## src/rtl/dmem_access_ctrl.sv

```systemverilog
// dmem_access_ctrl: load/store sequencer for a variable-latency data bus; define DMEM_MISALIGN_TRAP_EN to fault on misaligned h/w accesses
module dmem_access_ctrl #(
    parameter int TIMEOUT = 16
) (
    input  logic        clk,
    input  logic        rst,
    input  logic        mem_read,
    input  logic        mem_write,
    input  logic [2:0]  funct3,
    input  logic [31:0] addr,
    input  logic [31:0] store_data,
    output logic        stall,
    output logic [31:0] load_data,
    output logic        fault,
    output logic        bus_req,
    output logic        bus_we,
    output logic [31:0] bus_addr,
    output logic [3:0]  bus_be,
    output logic [31:0] bus_wdata,
    input  logic        bus_ack,
    input  logic [31:0] bus_rdata
);
    localparam int CW = $clog2(TIMEOUT + 1);
    typedef enum logic [1:0] {IDLE, BUS, DONE} state_t;
    state_t          state, state_nx;
    logic [31:0]     a, a_in, sd, lane, ext;
    logic [2:0]      f3;
    logic            we, req, bad, expire;
    logic [CW-1:0]   cnt;
    // request decode: legality, optional misalignment trap, address alignment
    always_comb begin
        req = mem_read | mem_write;
`ifdef DMEM_MISALIGN_TRAP_EN
        bad = (funct3 == 3'b011) | (funct3[2:1] == 2'b11) | (mem_write & ~mem_read & funct3[2])
            | (funct3[1:0] == 2'b01 & addr[0]) | (funct3 == 3'b010 & addr[1:0] != 2'b00);
        a_in = addr;
`else
        bad = (funct3 == 3'b011) | (funct3[2:1] == 2'b11) | (mem_write & ~mem_read & funct3[2]);
        a_in = funct3[1:0] == 2'b01 ? {addr[31:1], 1'b0} :
               funct3[1:0] == 2'b10 ? {addr[31:2], 2'b00} : addr;
`endif
    end
    // next state, bus drive from latched request, load lane extraction
    always_comb begin
        expire    = cnt == CW'(TIMEOUT - 1);
        state_nx  = state == IDLE ? (req ? (bad ? DONE : BUS) : IDLE) :
                    state == BUS  ? (bus_ack | expire ? DONE : BUS) : IDLE;
        bus_req   = state == BUS;
        bus_we    = bus_req & we;
        bus_addr  = bus_req ? {a[31:2], 2'b00} : 32'd0;
        bus_be    = !bus_req ? 4'b0000 :
                    f3[1:0] == 2'b00 ? 4'b0001 << a[1:0] :
                    f3[1:0] == 2'b01 ? 4'b0011 << {a[1], 1'b0} : 4'b1111;
        bus_wdata = !bus_req ? 32'd0 :
                    f3[1:0] == 2'b00 ? {4{sd[7:0]}} :
                    f3[1:0] == 2'b01 ? {2{sd[15:0]}} : sd;
        stall     = ~rst & ((state == IDLE & req) | bus_req);
        lane      = bus_rdata >> {a[1:0], 3'b000};
        ext       = f3[1:0] == 2'b00 ? {{24{~f3[2] & lane[7]}}, lane[7:0]} :
                    f3[1:0] == 2'b01 ? {{16{~f3[2] & lane[15]}}, lane[15:0]} : lane;
    end
    // state, request latch, timeout counter and result registers
    always_ff @(posedge clk or posedge rst) begin
        if (rst) begin
            state     <= IDLE;
            a         <= '0;
            f3        <= '0;
            sd        <= '0;
            we        <= 1'b0;
            cnt       <= '0;
            load_data <= '0;
            fault     <= 1'b0;
        end else begin
            state <= state_nx;
            if (state == IDLE && req) begin
                a   <= a_in;
                f3  <= funct3;
                sd  <= store_data;
                we  <= mem_write & ~mem_read;
                cnt <= '0;
                if (bad) begin
                    load_data <= '0;
                    fault     <= 1'b1;
                end
            end else if (state == BUS) begin
                if (bus_ack) begin
                    load_data <= ext;
                    fault     <= 1'b0;
                end else if (expire) begin
                    load_data <= '0;
                    fault     <= 1'b1;
                end else begin
                    cnt <= cnt + 1'b1;
                end
            end
        end
    end
endmodule

```

## config.mk

```make
export PLATFORM = sky130hd
export DESIGN_NAME = dmem_access_ctrl
export DESIGN_NICKNAME = d
export VERILOG_FILES = /design/src/rtl/dmem_access_ctrl.sv
export SDC_FILE = /design/constraint.sdc
export NUM_CORES = 1
export LEC_CHECK = 0
export CORE_ASPECT_RATIO = 1.5
export CORE_MARGIN = 5
export CORE_UTILIZATION = 55
export DETAILED_ROUTE_END_ITERATION = 16
export DONT_BUFFER_PORTS = 1
export GPL_ROUTABILITY_DRIVEN = 0
export PLACE_DENSITY = 0.74
export SKIP_CTS_REPAIR_TIMING = 1
export SLEW_MARGIN = 10
export SYNTH_ARGS = -nofsm -noshare
export SYNTH_HDL_FRONTEND = slang
export SYNTH_SLANG_ARGS = --single-unit
```

## constraint.sdc

```tcl
create_clock -name clk -period 4.1 [get_ports clk]
set_input_delay 0.41 -clock clk [delete_from_list [all_inputs] [get_ports clk]]
set_output_delay 0.41 -clock clk [all_outputs]
set_load 0.005 [all_outputs]
```

---- Yosys cells after proc, flatten, opt, wreduce, memory -nomap -nowiden ----
Cells that the tools add are included.
W data, S select, Z words.
storage, ports and cells
  word-level logic and storage cells ...... 74
  output and inout port bits .............. 104
  register bits ........................... 108
cells by class
  bitwise logic cells ..................... 15
  reduce and logical (&&, ||, !) cells .... 7
  add/sub/neg operators ................... 1
  shifts and indexed selects .............. 3
  eq/ne operators ......................... 10
  mux-type cells .......................... 30
operators by type and width
  cell                   number
  $mux W32               11
  $shr A32 B5 Y32        1
  $mux W5                4
  $mux W2                7
  $mux W4                3
  $and A1 B1 Y1          7
  $eq A2 B1 Y1 const B   3
  $reduce_and A3 Y1      2
  $add A5 B1 Y5 const B  1
  $eq A5 B4 Y1 const B   1
  $mux W1                5
  $or A1 B1 Y1           5
  $eq A2 B2 Y1 const B   2
  $logic_not A2 Y1       2
  $ne A2 B1 Y1 const B   2
  $shl A1 B2 Y4 const A  1
  $shl A2 B2 Y4 const A  1
  $eq A3 B2 Y1 const B   1
  $not A1 Y1             3
  $reduce_bool A3 Y1     1
  $ne A2 B2 Y1 const B   1
  $reduce_bool A2 Y1     1
  $logic_and A1 B1 Y1    1

---- Logic depth before layout (Yosys ltp) ----
Gate-level depths: netlist (run 1).
  depth in word-level cells ............... 7
  mapped depth ............................ 9
  gate-level depth less buffers ........... 8

---- Worst setup path after synthesis (run 1) ----
OpenSTA, ideal clock, no wires.
  path kind ............................... reg-to-reg
  start ................................... register cnt[0]
  end ..................................... register fault
  stages on the path, launching flop included .. 10
  setup time .............................. 0.119 ns
  data arrival time ....................... 1.749 ns
  setup slack ............................. 2.232 ns
  period minus slack after synthesis ...... 1.868 ns
  buffers on the path ..................... 1
  required time ........................... 3.981 ns
  path through ............................ dfrtp_1 -> ha_1 -> and3_1 -> ha_1 -> nor2_1 -> nor2_1 -> nor2_1 -> buf_6 -> inv_2 -> o21a_1
on the way
  longest elaborated chain between the ends .. 3
ends and longest elaborated chain
  element                       line  text
  start: declaration            29    logic [CW-1:0] cnt;
  start signal: assignment      93    cnt <= cnt + 1'b1;
  $eq A5 B4 Y1                  45    expire = cnt == CW'(TIMEOUT - 1);
  $reduce_bool A3 Y1 (no line)  -
  $reduce_and A3 Y1 (no line)   -
  end signal: assignment        72    fault <= 1'b0;
  end signal: assignment        83    fault <= 1'b1;
  end signal: assignment        88    fault <= 1'b0;
  end: declaration              14    output logic fault,
Every way passes these cells.
A chain may end at the register's enable or synchronous reset.

---- Final worst setup path (run 1) ----
  start ................................... register f3[0]
  end ..................................... output bus_wdata[12]
on the way
  longest elaborated chain between the ends .. 3
ends and longest elaborated chain
  element                   line  text
  start: declaration        27    logic [2:0] f3;
  start signal: assignment  77    f3 <= funct3;
  $logic_not A2 Y1          55    f3[1:0] == 2'b00 ? {4{sd[7:0]}} :
  $mux W32                  55
  $mux W32                  54    bus_wdata = !bus_req ? 32'd0 :
  end: declaration          19    output logic [31:0] bus_wdata,
Every way passes these cells.

==> results of run 1 <==
==> cell usage after synthesis (all sizes together) (2+ instances only) <==
| library cell | instances |
|---|---|
| xor2 | 2 |
| mux2i | 31 |
| a22o | 8 |
| and2 | 39 |
| a221o | 16 |
| dfrtp | 108 |
| o21ai | 13 |
| nor2 | 45 |
| a21oi | 38 |
| mux2 | 9 |
| nor3 | 2 |
| nand3b | 2 |
| buf | 25 |
| inv | 6 |
| a211oi | 2 |
| nand2b | 4 |
| clkbuf | 18 |
| ha | 2 |
| nand2 | 213 |
| o2bb2ai | 7 |
| nand4 | 2 |
==> final cells by class <==
cell class | instances | area, um2 | area share
Multi-Input combinational cell | 452 | 2510 | 0.437
Sequential cell | 108 | 2700 | 0.472
Clock inverter | 7 | 67.6 | 0.0118
Timing Repair Buffer | 8 | 60.1 | 0.0105
Clock buffer | 9 | 225 | 0.0393
Inverter | 6 | 25.0 | 0.00437
Tap cell | 115 | 144 | 0.0251
==> sequential cells by signal, indices dropped and copies added (netlist names) <==
name,cells
fault,1
a,32
load_data,32
we,1
sd,32
cnt,5
f3,3
state,2
==> cell usage in the layout (no fill, tap or decap), types with 2 or more instances in the layout <==
cell type	n
sky130_fd_sc_hd__nand2_1	213
sky130_fd_sc_hd__dfrtp_1	108
sky130_fd_sc_hd__nor2_1	44
sky130_fd_sc_hd__and2_1	39
sky130_fd_sc_hd__a21oi_1	38
sky130_fd_sc_hd__mux2i_1	31
sky130_fd_sc_hd__a221o_1	16
sky130_fd_sc_hd__o21ai_0	12
sky130_fd_sc_hd__mux2_2	9
sky130_fd_sc_hd__clkbuf_16	9
sky130_fd_sc_hd__a22o_1	8
sky130_fd_sc_hd__buf_4	8
sky130_fd_sc_hd__o2bb2ai_1	7
sky130_fd_sc_hd__inv_1	4
sky130_fd_sc_hd__nand2b_1	4
sky130_fd_sc_hd__clkinv_2	3
sky130_fd_sc_hd__clkinvlp_4	3
sky130_fd_sc_hd__xor2_1	2
sky130_fd_sc_hd__nand4_1	2
sky130_fd_sc_hd__ha_1	2
sky130_fd_sc_hd__conb_1	2
==> worst max path at each step <==
stage / depth (start not counted) / to / slack [ns]
2_1_floorplan: 1 / a[0] / 0.84
3_3_place_gp: 3 / load_data[8] / 1.42
3_5_place_dp: 3 / load_data[8] / 1.42
4_1_cts: 3 / bus_wdata[12] / 1.20
5_1_grt: 4 / bus_addr[14] / 1.09
6_report: 3 / bus_wdata[12] / 1.28
==> power by group <==
part	switching [mW]	internal [mW]
clock	0.386	0.470
sequential	0.447	1.55
combinational	1.17	0.726
total	2.01	2.75
==> per-layer routing <==
metal	up-vias	part of all wire	wire length, um
met1	2029	0.36	5220
met5	-	0	0
met2	190	0.50	7240
met3	28	0.10	1440
met4	0	0.032	458
li1	1950	-	-
==> cells by family after synthesis <==
family | Yosys count
AOI/OAI and AO/OA | 89
xor gates and xnor gates | 3
adders and majority gates | 2
buffers and inverters | 49
DFF | 108
muxes | 41
other | 1
and+or+nand+nor | 315
==> flow_results.org, run 1 <==
** Run status
- The flow ran to the end, and the final reports show no timing, DRC or antenna violations.

** Drt
- Average vias per placed instance :: around 6.0
- Drt first pass iters :: 4
- Dividing the detail-routed wire length by the instance count gives 20.4 um.
- Drt first-iter violations :: approximately 230
- Summed over all layers, the routed wires come to approximately 14000 um.
- In the routed design, unresolved DRC markers number 0.
- Once detail routing completed, the nets flagged for antenna violations numbered 0.
- Via count :: 4197

** Layout
- The layout has 858 filler cells.
- Count of inserted antenna diode cells :: 0
- Of the cells placed in the final design, the portion with a size suffix greater than 1 is 0.0814.
- At the end of the flow, the number of nets in the layout was roughly 690.
- Non-filler cells, final :: a little over 700
- Relative to the synthesized area, the layout overhead comes to 5.68%.
- Fin area :: about 5700 um2
- At the end of the flow the core is filled with cells to 0.591.

** Worst setup path
- For the worst setup path, the data arrival time is around 2.4 ns.
- In this run the worst setup path begins at f3[0].
- WP data required :: around 3.7 ns
- Delay of the slowest cell on the worst path :: between 1 and 1.5 ns
- Critical Path Start Type :: flop
- Setup CP Type :: flop to output port
- Together, buffers and inverters on the worst path number 0.
- The signal on the critical path passes through nor2_1, nand2_1, a21oi_1.
- For this design, the slowest cell found on the critical path is sky130_fd_sc_hd__nor2_1.
- CP max FO :: 16
- The worst setup path is captured at an output port.
- R2r setup slk :: roughly 1.4 ns
- Counting cells, the worst reg-to-reg path comes to 4.
- Kind of cell with the highest combined delay on the critical path :: simple AND/OR/NAND/NOR gates
- In this run the critical register-to-register path is launched from a[1].
- The endpoint identified for the worst register-to-register timing path is load_data[27].

** Power
- PD cells :: a little over 800 nW/um2
- Peak supply drop :: about 0.00049 V
- After layout, the design draws a total of between 4 and 5 mW.
- Summed over all cells, the static leakage comes to ~2.8 nW.

** Placed design
- Cell area after placement :: about 5400 um2
- DP HPWL :: ~11000 um
- Pre-CTS worst setup slack :: 1.42 ns
- Number of placed instances with taps included :: approximately 690
- During placement, the flow inserted port buffers numbering 0.

** Floorplanning
- Full die area :: around 12000 um2
- Total number of placement rows :: between 40 and 50
- Num ports :: 208
- Width of the die :: ~91 um
- The total area inside the core boundary comes to a little under 10000 um2.
- Vertical die dimension :: around 130 um
- Initial core utilization :: 0.560

** Timing
- Max-slew violation total from the final report :: 0
- Hold violation total from the final report :: 0
- Worst slew slack as a fraction of its limit :: 0.220
- Setup total negative slack on the finished layout was measured at 0 ns.
- For this run, the top clock speed supported by timing is roughly 350 MHz.
- Post-route fraction of the period consumed by the critical path :: 0.688
- Setup repair after global routing left no endpoint under its margin.
- Largest clock skew in the final design :: between 0.007 and 0.008 ns
- Min Hold Slack :: between 0.1 and 0.15 ns
- Least-Margin Pin Slew :: between 1 and 1.5 ns
- Final worst slack :: between 1 and 1.5 ns
- Number of setup violations in the final report :: 0
- The smallest clock period supported by the final layout is computed as around 2.8 ns.

** Synthesis
- Share of flip-flops with an asynchronous set or reset :: 1.00
- Cell variety after synth :: 43
- Of the post-synthesis cell area, the dominant cell type holds 0.498.
- For this run, the number of Yosys warnings is 0.
- Area share of xor/xnor cells in the synthesized design :: 0.00485
- Sequential cell area fraction in the yosys report :: 0.498
- Top cells by area in the synthesized netlist :: sky130_fd_sc_hd__dfrtp_1, sky130_fd_sc_hd__nand2_1, sky130_fd_sc_hd__mux2i_1
- A synthesized cell averages 8.92 um2.
- By area, the combinational part of the netlist is dominated by simple AND/OR/NAND/NOR gates.
- Post-synthesis cell count :: roughly 610
- Post-synthesis share of cell area spent on and, or, nand and nor gates :: 0.252
- Of the post-synthesis cell area, the part taken by muxes is 0.0801.
- Largest area contributor in the synthesized netlist :: sky130_fd_sc_hd__dfrtp_1
- Post-synthesis adder-cell area fraction :: 0.00461
- Top FF cell, synth :: sky130_fd_sc_hd__dfrtp_1
- Flops & latches, synth :: 108
- After synthesis the cells add up to 5420 um2.
- Compound-Gate Fraction of Synth Area :: 0.116
- Number of enable-type register cells in the synthesized netlist :: 0

** CTS
- Root buffer selected by CTS :: sky130_fd_sc_hd__clkbuf_16
- The tree built by TritonCTS fans out to between 100 and 150 sinks.
- Clock latency on the worst-skew pair :: around 0.34 ns
- Clock tree from TritonCTS :: done
- CTS built an H-tree with a depth of 3.
- Number of buffers between clock root and the deepest sink :: 2
- After clock tree synthesis, the clock-pin slew on the worst setup and hold paths is 0.07 ns.
- In this run, CTS created clock tree buffers numbering 9.

** Global route
- Global routing usage on met2 :: 0.403
- For this run, the total global-route usage over all layers was measured as 0.237.
- Wire length of the first global-routing pass :: approximately 23000 um
- Number of global-route vias before repair :: approximately 4400
- Maximum number of pins on one net before global-route repair :: 68
- The layer flagged by global routing as most heavily used is met2.
- For met1 alone, demand over resource in global routing was 0.274.
- Global-route track usage on met3 :: 0.0789
- Global routing finished with a remaining overflow of 0.
- The number of antenna violations at the first check in global routing was 0.

** Min path
- In this run the worst hold path is classified as input pin to async pin.

** Flow run
- The tool flagged a number of max-cap violations equal to 0.
Note: power is estimated with default switching activity, not from simulation.
==> run 2, diff against run 1 <==
==> constraint.sdc (replaced) <==
create_clock -name clk -period 2.9 [get_ports clk]
set_input_delay 0.29 -clock clk [delete_from_list [all_inputs] [get_ports clk]]
set_output_delay 0.29 -clock clk [all_outputs]
set_load 0.005 [all_outputs]
==> flow_results.org, run 2 (synthesis results as in run 1) <==
** Layout
- Non-filler cells, final :: 711 (was 705)
- The share of post-route cells with drive strength above 1 is 0.0889 (was 0.0814).
- Most frequent standard cell in the layout excluding fill and tap cells :: sky130_fd_sc_hd__nand2_1 (unchanged)
- Share of the core filled with cells :: 0.601 (was 0.591)
- The count of nets after finishing came to 697 (was 691).
- Largest regs: a: 32 flops, load_data: 32 flops, sd: 32 flops (unchanged).
- The post-route cell area was 5820 um2 (was 5730 um2).
- The growth of design area from synthesis to finish was 7.38% (was 5.68%).
- Leading cell types in the layout, fill and taps excluded :: sky130_fd_sc_hd__nand2_1, sky130_fd_sc_hd__dfrtp_1, sky130_fd_sc_hd__nor2_1, sky130_fd_sc_hd__and2_1, sky130_fd_sc_hd__a21oi_1 (unchanged)
- The antenna diode instance count is 0 (unchanged).

** Timing
- Setup tns final :: 0 ns (unchanged)
- Max-slew violation total from the final report :: 0 (unchanged)
- The final hold violation count came to 0 (unchanged).
- The worst hold slack is 0.0218 ns (was 0.108 ns).
- The least setup slack across all paths after layout is 0.484 ns (was 1.28 ns).
- Setup repair after global routing missed its margin :: no (unchanged)
- Fmax :: about 410 MHz
- The worst path in the final design needs a cycle of around 2.4 ns, including I/O delays and setup.
- Largest clock skew in the final design :: 0.00716 ns (was 0.00746 ns)
- Post-route fraction of the period consumed by the critical path :: 0.833
- The slew of the pin with the lowest slew margin is 0.954 ns (was 1.17 ns).
- The setup violation total in the final timing report was 0 (unchanged).
- The relative max-transition margin is 0.359 (was 0.220).

** Floorplanning
- The placeable core region is 9690 um2 (unchanged).
- Initial core utilization :: 0.560 (unchanged)
- The height of the die was 132 um (unchanged).
- Total number of placement rows :: 44 (unchanged)
- The horizontal die dimension is 91.1 um (unchanged).
- The die footprint was 12000 um2 (unchanged).
- Num ports :: 208 (unchanged)

** Placed design
- The placement-stage cell area came to 5490 um2 (was 5440 um2).
- DP HPWL :: 10900 um (was 10500 um)
- Pre-CTS worst setup slack :: 0.825 ns (was 1.42 ns)
- Number of placed instances with taps included :: 694 (was 689)
- The number of buffers inserted by port buffering was 0 (unchanged).

** Worst setup path
- Signal arrival time at the worst endpoint :: 2.13 ns (was 2.41 ns)
- WP data required :: 2.61 ns (was 3.69 ns)
- The critical path start-end classification is flop to output port (unchanged).
- Crit-path slowest cell :: sky130_fd_sc_hd__dfrtp_1 (was sky130_fd_sc_hd__nor2_1)
- The launch instance of the worst register-to-register path was a[0] (was a[1]).
- Kind of cell with the highest combined delay on the critical path :: buffers and inverters (was simple AND/OR/NAND/NOR gates)
- Delay of the slowest cell on the worst path :: 0.49 ns (was 1.01 ns)
- CP max FO :: 34 (was 16)
- Start point of the critical path :: state[0] (was f3[0])
- Crit path capture type :: output port (unchanged)
- Total buffers and inverters traversed by the critical path :: 3 (was 0)
- Cell Chain, Critical Path :: or2b_1, buf_4, inv_1, buf_4, and2_1 (was nor2_1, nand2_1, a21oi_1)
- Critical Path Start Type :: flop (unchanged)
- By instance count, the cell type seen most on the critical path is sky130_fd_sc_hd__buf_4.

** Power
- The switching share of power came to 0.417 (was 0.422).
- The total net switching power is 2.88 mW (was 2.01 mW).
- The leakage dissipation is 2.85 nW (was 2.80 nW).
- The power density over the cells is 1190 nW/um2 (was 830 nW/um2).
- The worst supply voltage drop on vdd came to 0.000583 V (was 0.000494 V).
- Combinational power share :: 0.404 (was 0.400)
- Overall power after layout :: 6.90 mW (was 4.75 mW)
- The clock network fraction of design power is 0.191 (was 0.180).
- The cell-internal power came to 4.02 mW (was 2.75 mW).
- Part of the power in registers :: 0.405 (was 0.420)

** Global route
- The largest net degree at the start of global routing was 80 (was 68).
- The first-pass GRT wire length was 23500 um (was 23100 um).
- Number of global-route vias before repair :: 4448 (was 4405)
- The leftover overflow at the end of global routing is 0 (unchanged).
- Initial antenna violation count :: 0 (unchanged)
- The overall routing resource usage is 0.244 (was 0.237).

** Drt
- Drt first-iter violations :: 198 (was 229)
- The total number of vias was 4291 (was 4197).
- The count of unresolved DRC violations after routing was 0 (unchanged).
- Routed length per instance :: 20.7 um (was 20.4 um)
- The total wirelength of the detailed-routed design is 14700 um (was 14400 um).
- The number of detailed-route iterations in the first pass was 4 (unchanged).
- The ratio of routed vias to standard cells is 6.04 (was 5.95).
- Antenna-violating nets left :: 0 (unchanged)

** CTS
- The clock-pin slew on the worst setup and hold paths came to 0.07 ns (about the same).
- Number of CTS-inserted buffers :: 9 (unchanged)
- Number of clock sinks seen by CTS :: 108 (unchanged)
- Root buffer selected by CTS :: sky130_fd_sc_hd__clkbuf_16 (unchanged)
- The deepest clock path buffer count is 2 (unchanged).
- The clock insertion delay at the later pin of the skew report is 0.35 ns (was 0.34 ns).
- The number of H-tree levels was 3 (unchanged).
- Clock tree from TritonCTS :: done (unchanged)

** Min path
- In this run the most critical hold path is launched from mem_read.
- Hold WC Path Type :: input pin to flop (was input pin to async pin)

** Flow run
- Max-cap violations :: 0 (unchanged)

** Run status
- Run status :: finished, final reports clean (unchanged)
==> run 2: layout make-up <==
cell class | instances | area (um2)
clock inverters | 7 | 98.8
clock buffers | 9 | 225
inverters | 6 | 26.3
repair buffers | 14 | 120
well taps | 115 | 144
flip-flops and latches | 108 | 2700
fillers | 835 | 3870
multi-input cells | 452 | 2510
==> run 2: worst paths after layout <==
check                                     end  slack, ns  cells after the start
worst max register to register  load_data[22]       0.79                      4
worst min register to register          a[20]       0.47                      2
worst max-delay path             bus_addr[25]       0.48                      5
max in group asynchronous        load_data[1]       1.49                      3
min in group asynchronous               f3[0]       0.57                      2
worst min-delay path                       we       0.02                      1
==> run 2: metal layers <==
metal / track usage / vias to the layer above / share of wire
li1: - / 1964 / -
met1: 0.285 / 2030 / 0.37
met2: 0.400 / 243 / 0.49
met3: 0.0709 / 54 / 0.098
met4: 0.131 / 0 / 0.043
met5: 0 / - / 0
==> run 2: power groups by stage <==
| stage | logic, mW | registers, mW | clock network (mW) |
|---|---|---|---|
| global route | 3.16 | 2.88 | 1.40 |
| detailed placement | 2.80 | 2.81 | 0 |
| floorplan | 2.30 | 2.56 | 0 |
| finish | 2.79 | 2.79 | 1.32 |
| global placement | 2.69 | 2.79 | 0 |
| CTS | 2.80 | 2.80 | 1.35 |
==> run 3, diff against run 2 <==
==> constraint.sdc (replaced) <==
create_clock -name clk -period 2.45 [get_ports clk]
set_input_delay 0.245 -clock clk [delete_from_list [all_inputs] [get_ports clk]]
set_output_delay 0.245 -clock clk [all_outputs]
set_load 0.005 [all_outputs]
==> flow_results.org, run 3 (synthesis results as in run 1) <==
** Global route
- The leftover overflow at the end of global routing is 0 (unchanged).
- The global routing met3 resource utilization was 0.0864 (was 0.0709).
- Initial antenna violation count :: 0 (unchanged)
- The most crowded layer after global routing is met2 (unchanged).
- Number of global-route vias before repair :: 4305 (was 4448)
- The first-pass GRT wire length came to 22700 um (was 23500 um).
- The routing usage on met1 came to 0.268 (was 0.285).
- The routing usage on met2 was 0.381 (was 0.400).
- Maximum number of pins on one net before global-route repair :: 76 (was 80)
- The overall routing resource usage was 0.234 (was 0.244).

** Layout
- Share of post-route cells with drive strength above 1 :: 0.0865 (was 0.0889)
- The final cell count without fillers is 716 (was 711).
- Largest regs :: a: 32 flops, load_data: 32 flops, sd: 32 flops (unchanged)
- The antenna diode instance count came to 0 (unchanged).
- Leading cell types in the layout, fill and taps excluded: sky130_fd_sc_hd__nand2_1, sky130_fd_sc_hd__dfrtp_1, sky130_fd_sc_hd__nor2_1, sky130_fd_sc_hd__and2_1, sky130_fd_sc_hd__a21oi_1 (unchanged).
- Final net count :: 702 (was 697)
- Most frequent standard cell in the layout excluding fill and tap cells :: sky130_fd_sc_hd__nand2_1 (unchanged)
- Growth of design area from synthesis to finish :: 8.63% (was 7.38%)

** CTS
- The deepest clock path buffer count was 2 (unchanged).
- Number of H-tree branching levels :: 3 (unchanged)
- Number of CTS-inserted buffers :: 9 (unchanged)
- Clock tree from TritonCTS :: done (unchanged)
- Number of clock sinks seen by CTS :: 108 (unchanged)
- Root buffer selected by CTS :: sky130_fd_sc_hd__clkbuf_16 (unchanged)
- Post-CTS clock slew at the launch and capture registers of the worst setup and hold paths :: 0.07 ns (about the same)
- Clock latency on the worst-skew pair :: 0.34 ns (was 0.35 ns)

** Floorplanning
- Initial core utilization :: 0.560 (unchanged)
- Num ports :: 208 (unchanged)
- The site row count is 44 (unchanged).
- Floorplan Core Area :: 9690 um2 (unchanged)
- Full die area :: 12000 um2 (unchanged)
- Width of the die :: 91.1 um (unchanged)
- The height of the die is 132 um (unchanged).

** Timing
- For this run, the top clock speed supported by timing is between 400 and 500 MHz.
- The largest clock skew in the final design was 0.00635 ns (was 0.00716 ns).
- The slew of the pin with the lowest slew margin is 0.923 ns (was 0.954 ns).
- Worst slew slack as a fraction of its limit :: 0.380 (was 0.359)
- Setup tns final :: 0 ns (unchanged)
- The final max-slew violation count is 0 (unchanged).
- The clock period could shrink to just over 2 ns.
- Setup repair after global routing missed its margin :: no (unchanged)
- Of the available clock period, the critical path in the final layout requires 0.826.
- Number of setup violations in the final report :: 0 (unchanged)
- Hold violation total from the final report :: 0 (unchanged)

** Worst setup path
- Crit path capture type :: flop (was output port)
- The critical path start-end classification was flop to flop (was flop to output port).
- The type of origin of the critical path is a flop (unchanged).
- CP max FO :: 16 (was 34)
- WP data required :: 2.72 ns (was 2.61 ns)
- The critical path data arrival time came to 2.29 ns (was 2.13 ns).

** Drt
- The total wirelength of the detailed-routed design is 14300 um (was 14700 um).
- Antenna-violating nets left :: 0 (unchanged)
- The first-iteration detailed-routing DRC count is 223 (was 198).
- Final routed DRC violation total :: 0 (unchanged)
- The number of detailed-route iterations in the first pass is 5 (was 4).
- Average vias per placed instance :: 5.90 (was 6.04)
- The average wire per standard cell is 19.9 um (was 20.7 um).
- The total number of vias came to 4227 (was 4291).

** Power
- PD cells :: 1390 nW/um2 (was 1190 nW/um2)
- The proportion of power drawn by combinational gates was 0.407 (was 0.404).
- Switch share :: 0.408 (was 0.417)
- Peak supply drop :: 0.000756 V (was 0.000583 V)
- Clock group share of total power :: 0.188 (was 0.191)
- Internal power :: 4.83 mW (was 4.02 mW)
- The leakage dissipation came to 2.87 nW (was 2.85 nW).
- Net load switching power :: 3.33 mW (was 2.88 mW)
- Part of the power in registers :: 0.405 (about the same)

** Placed design
- DP HPWL :: 10400 um (was 10900 um)
- Port buffer count :: 0 (unchanged)
- The placed instance count was 694 (unchanged).

** Min path
- The class of the tightest hold or removal check is input pin to flop (unchanged).

** Run status
- Run status: finished, final reports clean (unchanged).

** Flow run
- The number of violations of the max-capacitance limit was 0 (unchanged).
run 3: final cells by class:
class | instances | area [um2]
sequential | 108 | 2700
clock buffer | 12 | 246
tap | 115 | 144
inverter | 6 | 26.3
clock inverter | 4 | 72.6
fill | 840 | 3800
multi-input combinational | 452 | 2510
timing repair buffer | 19 | 193
run 3: through the flow:
| stage | instance area (um2) | utilization | hold slack (ns) | power, mW | setup slack [ns] |
|---|---|---|---|---|---|
| after floorplan | 5430 | - | 0.331 | 5.76 | 0.582 |
| after global placement | 5500 | 0.568 | 0.247 | 6.48 | 0.553 |
| after detailed placement | 5500 | 0.568 | 0.253 | 6.60 | 0.450 |
| after CTS | 5820 | 0.601 | -0.114 | 8.18 | 0.329 |
| after global routing | 5890 | 0.608 | 0.00161 | 8.81 | 0.272 |
| final | 5890 | 0.608 | 0.00980 | 8.17 | 0.425 |
run 3: critical path: stages, from the launching register on:
cell	delay [ns]
sky130_fd_sc_hd__dfrtp_1	0.47
sky130_fd_sc_hd__nand3b_4	0.28
sky130_fd_sc_hd__or3_4	0.38
sky130_fd_sc_hd__a211oi_4	0.60
sky130_fd_sc_hd__a221o_1	0.22
run 3: routing by layer:
metal	vias up	wire [um]
met5	-	0
met4	0	546
met1	2023	5340
li1	1979	-
met2	190	7140
met3	35	1250
run 3: path summary, 6_finish.rpt:
kind / start / endpoint / slack (ns) / cells past startpoint
max: state[1] / load_data[22] / 0.43 / 4
min: addr[30] / a[30] / 0.01 / 2
max reg2reg: state[1] / load_data[22] / 0.43 / 4
min reg2reg: a[30] / a[30] / 0.46 / 2
max in group asynchronous: rst / load_data[19] / 1.46 / 3
min in group asynchronous: rst / f3[0] / 0.52 / 3
run 3: power by group through the flow:
stage               sequential (mW)  combinational (mW)  clock [mW]
finish                         3.31                3.33        1.53
global route                   3.42                3.74        1.65
CTS                            3.31                3.30        1.57
detailed placement             3.32                3.28           0
global placement               3.30                3.18           0
floorplan                      3.03                2.73           0
